<file path="src/rtl/prog_sequencer_if.sv">
// Sequencer-side bus: synchronous instruction ROM port plus run/done handshake to the control FSM.
// The ROM word is at least 10 bits wide so the full instruction fits even with a 9-bit data path.
interface prog_sequencer_if #(
  parameter int unsigned DATA_W = 9,
  parameter int unsigned ADDR_W = 6
);
  localparam int unsigned IMEM_W = (DATA_W > 10) ? DATA_W : 10;

  logic [ADDR_W-1:0] imem_addr;
  logic [IMEM_W-1:0] imem_rdata;
  logic              core_run;
  logic [3:0]        core_func;
  logic [2:0]        core_rx;
  logic [2:0]        core_ry;
  logic [DATA_W-1:0] core_din;
  logic              core_done;

  modport master (
    output imem_addr,
    input  imem_rdata,
    output core_run,
    output core_func,
    output core_rx,
    output core_ry,
    output core_din,
    input  core_done
  );

  modport slave (
    input  imem_addr,
    output imem_rdata,
    input  core_run,
    input  core_func,
    input  core_rx,
    input  core_ry,
    input  core_din,
    output core_done
  );
endinterface

</file>
<file path="src/rtl/prog_sequencer.sv">
// Program sequencer: fetches instructions and LOAD immediates from a synchronous ROM, owns PC,
// JMP and HALT, and issues each remaining instruction to the control FSM via run/done.
module prog_sequencer #(
  parameter int unsigned DATA_W     = 9,
  parameter int unsigned ADDR_W     = 6,
  parameter int unsigned START_ADDR = 0
) (
  input  logic              i_clk,
  input  logic              i_reset,
  input  logic              i_start,
  input  logic              i_halt_req,
  prog_sequencer_if.master  io_bus,
  output logic              o_busy,
  output logic              o_halted,
  output logic              o_err,
  output logic [ADDR_W-1:0] o_pc
);

  localparam logic [ADDR_W-1:0] StartPc = ADDR_W'(START_ADDR);
  localparam logic [3:0]        OpHalt  = 4'h0;
  localparam logic [3:0]        OpLoad  = 4'h1;
  localparam logic [3:0]        OpJmp   = 4'hf;

  typedef enum logic [3:0] {
    StIdle,
    StFetch,
    StWait,
    StDecode,
    StImmFetch,
    StImmWait,
    StImmCap,
    StIssue,
    StWaitDone,
    StHalted
  } state_e;

  state_e              r_state;
  logic [9:0]          r_ir;
  logic [ADDR_W-1:0]   r_pc;
  logic [ADDR_W-1:0]   r_imem_addr;
  logic                r_core_run;
  logic [3:0]          r_core_func;
  logic [2:0]          r_core_rx;
  logic [2:0]          r_core_ry;
  logic [DATA_W-1:0]   r_core_din;
  logic                r_busy;
  logic                r_halted;
  logic                r_err;

  logic [9:0]          w_instr;
  logic [3:0]          w_func;
  logic                w_legal;
  logic [ADDR_W-1:0]   w_jmp_pc;
  logic [DATA_W-1:0]   w_imm;
  logic [ADDR_W-1:0]   w_pc_step;

  assign w_instr   = io_bus.imem_rdata[9:0];
  assign w_func    = w_instr[9:6];
  assign w_legal   = (w_func <= 4'h7) || (w_func == OpJmp);
  assign w_jmp_pc  = ADDR_W'({w_instr[5:3], w_instr[2:0]});
  assign w_imm     = io_bus.imem_rdata[DATA_W-1:0];
  // A LOAD consumes its immediate word as well, so it advances the PC by two.
  assign w_pc_step = (r_core_func == OpLoad) ? ADDR_W'(2) : ADDR_W'(1);

  always_ff @(posedge i_clk) begin
    if (i_reset) begin
      r_state     <= StIdle;
      r_ir        <= '0;
      r_pc        <= StartPc;
      r_imem_addr <= StartPc;
      r_core_run  <= 1'b0;
      r_core_func <= '0;
      r_core_rx   <= '0;
      r_core_ry   <= '0;
      r_core_din  <= '0;
      r_busy      <= 1'b0;
      r_halted    <= 1'b0;
      r_err       <= 1'b0;
    end else begin
      r_core_run <= 1'b0;
      unique case (r_state)
        StIdle, StHalted: begin
          if (i_start) begin
            r_state  <= StFetch;
            r_pc     <= StartPc;
            r_err    <= 1'b0;
            r_busy   <= 1'b1;
            r_halted <= 1'b0;
          end
        end
        StFetch: begin
          if (i_halt_req) begin
            r_state  <= StHalted;
            r_busy   <= 1'b0;
            r_halted <= 1'b1;
          end else begin
            r_imem_addr <= r_pc;
            r_state     <= StWait;
          end
        end
        StWait: begin
          r_state <= StDecode;
        end
        StDecode: begin
          r_ir <= w_instr;
          if ((w_func == OpHalt) || !w_legal) begin
            r_state  <= StHalted;
            r_busy   <= 1'b0;
            r_halted <= 1'b1;
            r_err    <= !w_legal;
          end else if (w_func == OpJmp) begin
            r_pc    <= w_jmp_pc;
            r_state <= StFetch;
          end else if (w_func == OpLoad) begin
            r_state <= StImmFetch;
          end else begin
            r_core_run  <= 1'b1;
            r_core_func <= w_func;
            r_core_rx   <= w_instr[5:3];
            r_core_ry   <= w_instr[2:0];
            r_state     <= StIssue;
          end
        end
        StImmFetch: begin
          r_imem_addr <= r_pc + ADDR_W'(1);
          r_state     <= StImmWait;
        end
        StImmWait: begin
          r_state <= StImmCap;
        end
        StImmCap: begin
          r_core_din  <= w_imm;
          r_core_run  <= 1'b1;
          r_core_func <= r_ir[9:6];
          r_core_rx   <= r_ir[5:3];
          r_core_ry   <= r_ir[2:0];
          r_state     <= StIssue;
        end
        StIssue: begin
          // core_done is deliberately not looked at here.
          r_state <= StWaitDone;
        end
        StWaitDone: begin
          if (io_bus.core_done) begin
            r_pc       <= r_pc + w_pc_step;
            r_core_din <= '0;
            r_state    <= StFetch;
          end
        end
        default: begin
          r_state  <= StIdle;
          r_busy   <= 1'b0;
          r_halted <= 1'b0;
        end
      endcase
    end
  end

  assign io_bus.imem_addr = r_imem_addr;
  assign io_bus.core_run  = r_core_run;
  assign io_bus.core_func = r_core_func;
  assign io_bus.core_rx   = r_core_rx;
  assign io_bus.core_ry   = r_core_ry;
  assign io_bus.core_din  = r_core_din;
  assign o_busy           = r_busy;
  assign o_halted         = r_halted;
  assign o_err            = r_err;
  assign o_pc             = r_pc;

endmodule

</file>
<file path="src/flat_wrapper.sv">
// flat-port wrapper written by rule: the top's interface ports become plain ports
module prog_sequencer_flat 
#(
  parameter int unsigned DATA_W     = 9,
  parameter int unsigned ADDR_W     = 6,
  parameter int unsigned START_ADDR = 0
)
  (i_clk, i_reset, i_start, i_halt_req, o_busy, o_halted, o_err, o_pc, io_bus_imem_addr, io_bus_imem_rdata, io_bus_core_run, io_bus_core_func, io_bus_core_rx, io_bus_core_ry, io_bus_core_din, io_bus_core_done);
  prog_sequencer_if #(.DATA_W(DATA_W), .ADDR_W(ADDR_W)) io_bus_i ();
  input  logic i_clk;
  input  logic i_reset;
  input  logic i_start;
  input  logic i_halt_req;
  output logic o_busy;
  output logic o_halted;
  output logic o_err;
  output logic [ADDR_W-1:0] o_pc;
  output wire logic [$bits(io_bus_i.imem_addr)-1:0] io_bus_imem_addr;
  input wire logic [$bits(io_bus_i.imem_rdata)-1:0] io_bus_imem_rdata;
  output wire logic [$bits(io_bus_i.core_run)-1:0] io_bus_core_run;
  output wire logic [$bits(io_bus_i.core_func)-1:0] io_bus_core_func;
  output wire logic [$bits(io_bus_i.core_rx)-1:0] io_bus_core_rx;
  output wire logic [$bits(io_bus_i.core_ry)-1:0] io_bus_core_ry;
  output wire logic [$bits(io_bus_i.core_din)-1:0] io_bus_core_din;
  input wire logic [$bits(io_bus_i.core_done)-1:0] io_bus_core_done;
  assign io_bus_imem_addr = io_bus_i.imem_addr;
  assign io_bus_i.imem_rdata = io_bus_imem_rdata;
  assign io_bus_core_run = io_bus_i.core_run;
  assign io_bus_core_func = io_bus_i.core_func;
  assign io_bus_core_rx = io_bus_i.core_rx;
  assign io_bus_core_ry = io_bus_i.core_ry;
  assign io_bus_core_din = io_bus_i.core_din;
  assign io_bus_i.core_done = io_bus_core_done;
  prog_sequencer #(.DATA_W(DATA_W), .ADDR_W(ADDR_W), .START_ADDR(START_ADDR)) u_core (.i_clk(i_clk), .i_reset(i_reset), .i_start(i_start), .i_halt_req(i_halt_req), .io_bus(io_bus_i), .o_busy(o_busy), .o_halted(o_halted), .o_err(o_err), .o_pc(o_pc));
endmodule
</file>
<file path="config.mk">
export PLATFORM = sky130hd
export DESIGN_NAME = prog_sequencer_flat
export DESIGN_NICKNAME = d
export VERILOG_FILES = /design/src/rtl/prog_sequencer_if.sv /design/src/rtl/prog_sequencer.sv /design/src/flat_wrapper.sv
export SDC_FILE = /design/constraint.sdc
export NUM_CORES = 1
export LEC_CHECK = 0
export CORE_MARGIN = 3
export CORE_UTILIZATION = 30
export DETAILED_ROUTE_END_ITERATION = 10
export SYNTH_ARGS = -nofsm -noshare
export SYNTH_HDL_FRONTEND = slang
export SYNTH_SLANG_ARGS = --single-unit
</file>
<file path="constraint.sdc">
create_clock -name i_clk -period 3.2 [get_ports i_clk]
set_input_delay 0.64 -clock i_clk [delete_from_list [all_inputs] [get_ports i_clk]]
set_output_delay 0.64 -clock i_clk [all_outputs]
set_load 0.02 [all_outputs]
</file>
==> impl_metrics.yaml <==
finish:
  syn2layout_area_growth_pct: 23.1
  n_fill_cell: 818
  drive_gt1_share_pct: 7.14
  diodes: 0
  nets: 340
sta:
  hold_viol: 0
  skew_ns: 0.00812
  min_period_ns: 2.33
  slew_viol_final: 0
  report.final.setup_viol: 0
  rsz0062_at_grt: "false"
  tightest_slew_ns: 0.687
  relSlewSlack_pct: 54.1
  max_freq_mhz: 430
  tns_ns: 0
  fin_crit_sh_pct: 72.7
clock_tree:
  cts.path.max_buffers: 2
  htree_num_levels: 2
  clock_latency_ns: 0.30
  ctsHoldBuffers: 0
  cts_made_buffers: 5
  root_buffer: "clkbuf_8"
  cts_sinks: 49
  postCtsSetupRepairBufs: 0
  ctsResizeCount: 0
  cts.clk_slew.worst_paths_ns: 0.10
  cts_tree: "done"
synth:
  yosysWarnings: 0
  syn_area_per_cell_um2: 8.68
  synth_edf_count: 0
  synth_seq_cells: 49
  seq_area_frac_synth_pct: 39.5
  synth_nets: 305
  synthArstFlopShare_pct: 0
  synth_cell_type_count: 52
  syn_area_um2: 2480
  synthCells: 286
  synthFlopType: "dfxtp_1"
global_route:
  grt_pass1_vias: 1999
  antenna_found_initial: 0
  grt_pass1_wl_um: 9910
  grt_overflow: 0
  track_usage_pct: 12.6
  grt_max_degree: 51
worst_setup_path:
  end_kind: "register"
  path_cells: "or4b_2 -> ha_1 -> fa_1 -> nand3_1 -> xnor2_1 -> a21oi_1 -> a221oi_1"
  cp-start-kind: "register"
  rr_worst_depth: 7
  max_stage_delay_ns: 0.69
  crit_fanout: 3
  critical_path_class: "register to register"
  rr_endpoint: "u_core.o_pc[4]"
  cp_num_buf_inv: 0
  setup.worst_path.end: "u_core.o_pc[4]"
  cp_slowest_cell: "or4b_2"
  crit_start: "u_core.io_bus.core_func[1]"
  cp.depth: 7
  crit_family: "simple AND/OR/NAND/NOR gates"
  r2r_setup_slack_ns: 0.87
  required_ns: 3.42
  r2r_start: "u_core.io_bus.core_func[1]"
  critPathArrivalTime_ns: 2.54
die:
  fp.dieW_um: 96.9
  start_util_pct: 31.5
  io_pins: 50
  dieArea_um2: 9400
  coreArea_um2: 7890
  die_y_um: 96.9
  fp-row-count: 32
power_and_ir_drop:
  total_power_mw: 1.34
  p_leak_nw: 1.01
  ir_drop_mv: 0.174
  power_density_nw_per_um2: 439
route:
  first_pass_iters: 4
  wirelength_um: 5880
  avgRoutedWirePerCell_um: 13.9
  vias: 2146
  antenna_left: 0
  drtIter0Drc: 77
  vias_per_cell: 5.06
  drc: 0
placed_design:
  gp_congestion: 0.829
  hpwl_um: 4160
  numPortBuffers: 49
run:
  max-cap-violations: 0
status:
  status: "complete, no violations"
worst_hold_path:
  hp-class: "register to register"
-- tightest hold or removal path, stage by stage (launching register included) --
cell and delay (ns):
dfxtp_1 0.32, nand2_1 0.05, a21oi_1 0.05
-- cells in the final DEF, fill, tap and decap left out, drive strengths merged, types with 4 or more instances in the layout --
cell type | netlist | routed
nand2b | 5 | 5
mux2i | 11 | 11
dfxtp | 49 | 49
a21o | 5 | 5
a211oi | 11 | 11
inv | 7 | 8
a22oi | 10 | 10
a221oi | 4 | 4
nor2b | 7 | 7
clkbuf | 9 | 6
nor2 | 36 | 36
clkdlybuf4s50 | 0 | 49
a21oi | 25 | 25
nand3 | 10 | 10
and3 | 4 | 4
nor3 | 7 | 7
o21ai | 4 | 4
nand2 | 28 | 28
-- cell usage after synthesis (2+ instances only) --
cell      instances  area [um2]
a211oi_1         10        75.1
a21o_1            5        37.5
a21oi_1          24         120
a221oi_1          4        35.0
a22oi_1          10        75.1
a31oi_1           3        18.8
a32oi_1           2        17.5
and3_1            3        18.8
buf_2             4        20.0
buf_4             3        22.5
buf_6             8        90.1
clkbuf_1          9        33.8
dfxtp_1          49         981
ha_1              3        37.5
inv_1             7        26.3
mux2i_1          11         110
nand2_1          28         105
nand2b_1          4        25.0
nand3_1          10        50.1
nand3b_1          2        15.0
nand4_1           2        12.5
nor2_1           35         131
nor2b_1           6        37.5
nor3_1            7        35.0
o211ai_1          2        15.0
o21ai_0           4        20.0
o22ai_1           2        12.5
o31a_1            2        17.5
o32ai_1           2        17.5
xnor2_1           3        26.3
-- cell families after synthesis --
family	after synthesis	synth area share (%)
buffers and inverters	31	7.77
AO/OA/AOI/OAI	78	21.9
AND/OR/NAND/NOR	108	22.1
multiplexers	12	4.89
adder cells (fa/ha/maj)	4	2.32
XOR/XNOR	4	1.41
flip-flops	49	39.5
-- layout make-up --
type | count | area (um2) | area share (%)
inverter | 7 | 26.3 | 0.860
clock inverter | 2 | 13.8 | 0.451
clock buffer | 6 | 72.6 | 2.38
multi-input combinational | 206 | 1310 | 42.8
sequential | 49 | 981 | 32.1
tap | 102 | 128 | 4.18
timing repair buffer | 52 | 526 | 17.2
-- worst min path at each step --
stage	startpoint	end	slack, ns	cells past startpoint
2_1_floorplan	u_core.r_ir[0]	u_core.r_ir[0]	0.44	2
3_3_place_gp	u_core.r_ir[5]	u_core.r_ir[5]	0.44	2
3_5_place_dp	u_core.r_ir[9]	u_core.r_ir[9]	0.45	2
4_1_cts	u_core.r_ir[9]	u_core.r_ir[9]	0.46	2
5_1_grt	u_core.r_ir[5]	u_core.r_ir[5]	0.48	2
6_report	u_core.r_ir[5]	u_core.r_ir[5]	0.46	2
-- where the power goes --
| part | switching, mW | leakage, nW | internal (mW) |
|---|---|---|---|
| combinational | 0.150 | 0.563 | 0.136 |
| clock | 0.213 | 0.0456 | 0.156 |
| sequential | 0.0460 | 0.397 | 0.639 |
-- metrics by stage --
step / setup WS, ns / utilization, % / std cells / hold WS, ns / instance area (um2)
2_1_floorplan: 0.914 / - / 286 / 0.436 / 2480
4_1_cts: 0.860 / 38.7 / 424 / 0.460 / 3050
6_report: 0.875 / 38.7 / 424 / 0.458 / 3050
3_3_place_gp: 0.849 / 37.6 / 416 / 0.443 / 2970
3_5_place_dp: 0.826 / 37.6 / 416 / 0.447 / 2970
5_1_grt: 0.687 / 38.7 / 424 / 0.483 / 3050
-- routing by layer --
| metal | part of all wire (%) | wire, um | vias to the layer above | GRT usage [%] |
|---|---|---|---|---|
| met5 | 0 | 0 | - | 0 |
| li1 | - | - | 1089 | - |
| met1 | 48 | 2800 | 1012 | 16.6 |
| met2 | 47 | 2770 | 40 | 20.7 |
| met4 | 0.94 | 55 | 0 | 3.56 |
| met3 | 4.2 | 247 | 5 | 2.96 |
-- flip-flops by register name, summed over array words and instances (netlist names) --
| signal | flops |
|---|---|
| u_core.io_bus.core_ry | 3 |
| u_core.io_bus.imem_addr | 6 |
| u_core.o_busy | 1 |
| u_core.o_err | 1 |
| u_core.o_halted | 1 |
| u_core.io_bus.core_run | 1 |
| u_core.io_bus.core_din | 9 |
| u_core.o_pc | 6 |
| u_core.io_bus.core_func | 4 |
| u_core.r_ir | 10 |
| u_core.r_state | 4 |
| u_core.io_bus.core_rx | 3 |
Note: power is estimated with default switching activity, not from simulation.
